===== src/rtl/hazard_unit_pkg.sv =====
// Shared encodings for the pipeline hazard controller.
// Latency: n/a (constants and pure functions only).
// Backpressure: n/a.
package hazard_unit_pkg;

    localparam int RF_AW_DEF = 4;

    // E-stage operand source selects
    localparam logic [1:0] FWD_RF  = 2'b00;  // register file read
    localparam logic [1:0] FWD_WB  = 2'b01;  // ResultW
    localparam logic [1:0] FWD_MEM = 2'b10;  // ALUResultM

    // R15 reads return PC+8 from the datapath and must never be bypassed
    localparam logic [3:0] REG_PC = 4'd15;

endpackage


===== src/rtl/hazard_unit_pcs_tracker.sv =====
// Tracks in-flight PC-writing instructions through E/M/W.
// Latency: PCSrcW rises 3 clk edges after PCSD is sampled high (if CondExE held in E).
// Backpressure: none; FlushE squashes the D->E hop, failed CondExE squashes E->M.
//
// Ports:
//   clk, reset    : core clock, synchronous active-high reset
//   PCSD          : D instruction writes PC (unconditioned)
//   FlushE        : D/E register is being cleared this cycle
//   CondExE       : condition passed for the E instruction
//   PCWrPendingF  : a PC write is in D, E or M (fetch must hold)
//   PCSrcW        : a PC write retires in W
module hazard_unit_pcs_tracker (
    input  logic clk,
    input  logic reset,
    input  logic PCSD,
    input  logic FlushE,
    input  logic CondExE,
    output logic PCWrPendingF,
    output logic PCSrcW
);

    logic pcs_e;
    logic pcs_m;
    logic pcs_w;

    always_ff @(posedge clk) begin
        if (reset) begin
            pcs_e <= 1'b0;
            pcs_m <= 1'b0;
            pcs_w <= 1'b0;
        end else begin
            pcs_e <= FlushE ? 1'b0 : PCSD;
            // The E copy only becomes real once its condition resolves
            pcs_m <= pcs_e & CondExE;
            pcs_w <= pcs_m;
        end
    end

    assign PCWrPendingF = PCSD | pcs_e | pcs_m;
    assign PCSrcW       = pcs_w;

endmodule


===== src/rtl/hazard_unit.sv =====
// Pipeline hazard controller: E-stage forwarding, load-use stall, PC-write/branch flushes.
// Latency: forward/stall/flush combinational same cycle; PCSrcW 3 edges after PCSD.
// Backpressure: StallF/StallD hold F and F/D; FlushD/FlushE clear F/D and D/E.
//
// Ports:
//   clk, reset                 : core clock, synchronous active-high reset
//   RA1D/RA2D                  : D-stage source registers
//   RA1E/RA2E, WA3E            : E-stage sources and destination
//   WA3M, WA3W                 : M/W destinations
//   RegWriteE/M/W              : condition-qualified register writes
//   MemtoRegE                  : E instruction is a load
//   PCSD, CondExE, BranchTakenE: PC-write / condition / taken-branch control
//   ForwardAE/BE               : SrcA/SrcB selects (00 RF, 01 ResultW, 10 ALUResultM)
//   StallF, StallD, FlushD, FlushE, PCSrcW : pipeline control
//   StallCnt, FlushCnt         : saturating cycle counts of StallF / FlushE
module hazard_unit
    import hazard_unit_pkg::*;
#(
    parameter int CNT_W = 16,
    parameter int RF_AW = RF_AW_DEF
) (
    input  logic             clk,
    input  logic             reset,
    input  logic [RF_AW-1:0] RA1D,
    input  logic [RF_AW-1:0] RA2D,
    input  logic [RF_AW-1:0] RA1E,
    input  logic [RF_AW-1:0] RA2E,
    input  logic [RF_AW-1:0] WA3E,
    input  logic [RF_AW-1:0] WA3M,
    input  logic [RF_AW-1:0] WA3W,
    input  logic             RegWriteE,
    input  logic             RegWriteM,
    input  logic             RegWriteW,
    input  logic             MemtoRegE,
    input  logic             PCSD,
    input  logic             CondExE,
    input  logic             BranchTakenE,
    output logic [1:0]       ForwardAE,
    output logic [1:0]       ForwardBE,
    output logic             StallF,
    output logic             StallD,
    output logic             FlushD,
    output logic             FlushE,
    output logic             PCSrcW,
    output logic [CNT_W-1:0] StallCnt,
    output logic [CNT_W-1:0] FlushCnt
);

    localparam logic [RF_AW-1:0] PC_ADDR = RF_AW'(REG_PC);
    localparam logic [CNT_W-1:0] CNT_MAX = {CNT_W{1'b1}};

    logic ldr_stall;
    logic pc_wr_pending_f;

    // M is the younger result, so it wins over W when both match
    always_comb begin
        ForwardAE = FWD_RF;
        if (RA1E != PC_ADDR) begin
            if (RegWriteM && (RA1E == WA3M))
                ForwardAE = FWD_MEM;
            else if (RegWriteW && (RA1E == WA3W))
                ForwardAE = FWD_WB;
        end
    end

    always_comb begin
        ForwardBE = FWD_RF;
        if (RA2E != PC_ADDR) begin
            if (RegWriteM && (RA2E == WA3M))
                ForwardBE = FWD_MEM;
            else if (RegWriteW && (RA2E == WA3W))
                ForwardBE = FWD_WB;
        end
    end

    // A load into R15 is a PC write, handled by the PCS path, not a load-use bubble
    assign ldr_stall = MemtoRegE & RegWriteE
                     & ((RA1D == WA3E) | (RA2D == WA3E))
                     & (WA3E != PC_ADDR);

    hazard_unit_pcs_tracker u_pcs_tracker (
        .clk          (clk),
        .reset        (reset),
        .PCSD         (PCSD),
        .FlushE       (FlushE),
        .CondExE      (CondExE),
        .PCWrPendingF (pc_wr_pending_f),
        .PCSrcW       (PCSrcW)
    );

    assign StallD = ldr_stall;
    assign StallF = ldr_stall | pc_wr_pending_f;
    // With a load-use stall and taken branch together, D/E flush overrides its stall
    assign FlushE = ldr_stall | BranchTakenE;
    assign FlushD = pc_wr_pending_f | PCSrcW | BranchTakenE;

    always_ff @(posedge clk) begin
        if (reset)
            StallCnt <= '0;
        else if (StallF && (StallCnt != CNT_MAX))
            StallCnt <= StallCnt + CNT_W'(1);
    end

    always_ff @(posedge clk) begin
        if (reset)
            FlushCnt <= '0;
        else if (FlushE && (FlushCnt != CNT_MAX))
            FlushCnt <= FlushCnt + CNT_W'(1);
    end

endmodule


===== config.mk =====
export PLATFORM = sky130hd
export DESIGN_NAME = hazard_unit
export DESIGN_NICKNAME = d
export VERILOG_FILES = /design/src/rtl/hazard_unit_pkg.sv /design/src/rtl/hazard_unit_pcs_tracker.sv /design/src/rtl/hazard_unit.sv
export SDC_FILE = /design/constraint.sdc
export NUM_CORES = 1
export LEC_CHECK = 0
export ABC_AREA = 1
export CORE_MARGIN = 2
export CORE_UTILIZATION = 50
export DETAILED_ROUTE_END_ITERATION = 8
export PLACE_DENSITY_LB_ADDON = 0.25
export SLEW_MARGIN = 0
export SYNTH_ARGS = -nofsm -noshare
export SYNTH_HDL_FRONTEND = slang
export SYNTH_SLANG_ARGS = --single-unit

===== constraint.sdc =====
create_clock -name clk -period 2.8 [get_ports clk]
set_input_delay 0.56 -clock clk [delete_from_list [all_inputs] [get_ports clk]]
set_output_delay 0.56 -clock clk [all_outputs]
set_load 0.005 [all_outputs]

==> summary.txt <==
Detailed routing
  – Pre-antenna DRT Iters: 4
  – DRC viols: 0
  – Vias per inst: 5.28
  – Post-DRT Antenna Nets: 0
  – Final WL: 6400 microns
  – 1st-iter DRT viols: 134
  – Vias: 2763
  – Routed len/inst: 12.2 microns

Power and ir drop
  – Worst VDD drop: 0.000263 V
  – Leakage Power: 1.44 nW
  – Pwr dens: ~320 nW/um^2
  – Pwr Total: 1.08 mW

Critical path
  – Setup crit end kind: output port
  – Data required time of the critical path: 2.24 ns
  – Startpoint types: primary input
  – Most common cell on crit path: clkdlybuf4s50_1
  – Worst-path cell chain: clkdlybuf4s50_1, xor2_1, a221oi_1, nand4_1, nor2_1, clkdlybuf4s50_1
  – CP Max Fanout: 4
  – Source of the worst register-to-register timing path: FlushCnt[0]$_SDFFE_PP0P_
  – Crit-path slowest cell: clkdlybuf4s50_1
  – Crit-path leading delay family: buffers and inverters
  – Worst path bufs/invs: 2
  – Worst r2r dst: FlushCnt[6]$_SDFFE_PP0P_
  – R2R setup slack: 0.61 ns
  – Slowest stage delay, CP: 0.51 ns
  – Critical Path AT: around 2.2 ns
  – Critical Setup Path Class: in -> out
  – Reg2reg path depth: 7

Placement
  – Gpl congestion: 0.924
  – Setup WS pre-CTS: -0.0444 ns
  – Post-DP HPWL: 4740 microns
  – PortBufs: just under 80

STA
  – Fin. Hold Viols: 0
  – Final period util: 0.967
  – Max Fclk: 369 MHz
  – Final Skew: 0.00678 ns
  – # setup viols final: 0
  – Worst-Margin Slew: 0.472 ns
  – Final worst setup slack: 0.0928 ns
  – Final min period: 2.71 ns
  – Max-slew violations: 0
  – Slew margin rel.: 0.684
  – RSZ-0062 raised after global routing: no

Floorplan
  – Die width: 73.6 microns
  – Core ar.: 4690 sq um
  – I/O pin total: 78
  – Num rows: 25
  – Chip Height: 73.6 microns
  – Die area: ~5400 sq um
  – Initial Utilization: 0.516

GRT
  – Met3 Resource Use GR: 0.0590
  – Grt met1 use: 0.286
  – First-pass GRT wire length: 10500 microns
  – Largest net degree at the start of global routing: 22
  – GRT Total Usage: 0.243
  – Vias in the first global route: between 2000 and 2500
  – Grt met2 use: 0.432
  – Grt peak-use layer: met2
  – Total grt overflow: 0
  – Initial antenna violation count: 0

Final layout
  – N_diodes: 0
  – Area delta synth->final: 37.7%
  – Fin util: 0.711
  – Final Net Count: 508
  – Layout cell share with drive strength beyond 1: 0.0448

Synthesis
  – Fraction of registers with async set/reset: 0
  – Top FF cell, synth: dfxtp_1
  – Sequential share of the synthesized area: 0.289
  – Number of synthesized register bits: 35
  – Yosys warnings: 0
  – Synth cell types: 29
  – Avg Cell Area, Syn: 6.16 sq um
  – Synth Net Count: roughly 430
  – Post-synth EDFFs: 0
  – Synth Instances: 393
  – Synth Cell Area: 2420 sq um

Clock tree
  – Root Driver: clkbuf_8
  – H-tree depth: 2
  – Clk sinks: 35
  – Clock transition at path regs: 0.06 ns
  – Post-CTS setup buffer count: 0
  – TritonCTS buffer count: 5
  – CTS tree: built
  – Max Buffers Root-to-Sink: 2
  – Clk_lat worst skew: 0.29 ns
  – Hold Buf Count CTS: 0

Hold path
  – Hold Crit Class: reg -> reg
  – Min-Delay Path Depth: 2
  – Hold endpoint: u_pcs_tracker.PCSrcW$_SDFF_PP0_
  – Hold Crit Start: u_pcs_tracker.pcs_m$_SDFF_PP0_

Outcome
  – Status: finished clean

Job
  – Max-cap viol count: 0
==> flip-flops by register name, indices dropped and copies added (netlist names) <==
name                  count
FlushCnt                 16
StallCnt                 16
u_pcs_tracker.PCSrcW      1
u_pcs_tracker.pcs_e       1
u_pcs_tracker.pcs_m       1
==> stage by stage <==
step	TNS, ns	hold slack, ns	cells	area [sq um]
2_1_floorplan	0	0.403	393	2420
3_3_place_gp	-0.0159	0.404	516	3230
3_5_place_dp	-0.0808	0.413	516	3230
4_1_cts	0	0.422	523	3310
5_1_grt	0	0.447	523	3330
6_report	0	0.420	523	3330
==> cell families after synthesis <==
kind of cell,synth area share
AND/OR/NAND/NOR,0.416
buffers and inverters,0.0992
AO/OA/AOI/OAI,0.110
flip-flops,0.289
XOR/XNOR,0.0759
adder cells (fa/ha/maj),0.0103
==> cells in the mapped netlist (4+ instances only) <==
| cell | count | area (sq um) |
|---|---|---|
| o21ai_0 | 4 | 20.0 |
| nand3_1 | 43 | 215 |
| xnor2_1 | 8 | 70.1 |
| nor3_1 | 7 | 35.0 |
| dfxtp_1 | 35 | 701 |
| clkbuf_1 | 4 | 15.0 |
| inv_1 | 47 | 176 |
| o22ai_1 | 6 | 37.5 |
| nand4_1 | 7 | 43.8 |
| a21oi_1 | 38 | 190 |
| nand2_1 | 114 | 428 |
| nor2_1 | 41 | 154 |
| xor2_1 | 13 | 114 |
| buf_2 | 6 | 30.0 |
==> cell type report <==
class | count | area (sq um)
Inverter | 47 | 176
Tap cell | 54 | 67.6
Timing Repair Buffer | 81 | 811
Clock inverter | 1 | 5.00
Clock buffer | 6 | 82.6
Fill cell | 388 | 1360
Multi-Input combinational cell | 299 | 1490
Sequential cell | 35 | 701
==> cell usage in the layout, fill, tap and decap left out, drive strengths merged <==
cell,n
a21oi,38
a221oi,1
a22o,1
and3,1
buf,4
clkbuf,6
clkdlybuf4s50,70
clkinv,1
dfxtp,35
dlygate4sd2,2
dlymetal6s2s,5
ha,2
inv,47
nand2,115
nand3,43
nand3b,2
nand4,9
nor2,43
nor3,7
nor3b,3
nor4,1
o21ai,4
o22ai,6
or2,2
xnor2,8
xor2,13
==> where the power goes <==
part	switching, mW	total [mW]	internal, mW	leakage (nW)
clock network	0.181	0.374	0.193	0.0470
logic	0.0917	0.190	0.0984	1.11
registers	0.00966	0.514	0.505	0.283
total	0.282	1.08	0.796	1.44
==> worst min-delay path, delay by kind of cell (launching register included) <==
kind / cells / cell delay, ns
buf+inv: 1 / 0.05
flops: 1 / 0.31
simple gates: 1 / 0.03
==> per-layer routing <==
metal	wire length, microns	up-vias
met5	0	-
met4	72	0
met3	323	10
met2	3260	89
met1	2740	1242
li1	-	1422
==> how the worst max path moves through the flow <==
stage	startpoint	end	cells after the start
final	RA1E[2]	ForwardAE[0]	6
after detailed placement	WA3M[2]	ForwardBE[1]	6
after CTS	WA3E[1]	FlushE	10
after floorplan	RA1E[2]	ForwardAE[1]	4
after global routing	RA1E[2]	ForwardAE[0]	6
after global placement	RA1E[2]	ForwardAE[1]	6
==> what timing repair did <==
action,in CTS,in global routing
endpoints found under the hold margin,0,0
resized for setup,2,7
setup endpoints to repair,2,4
gates cloned,0,0
Power figures use the tool's default switching activity.
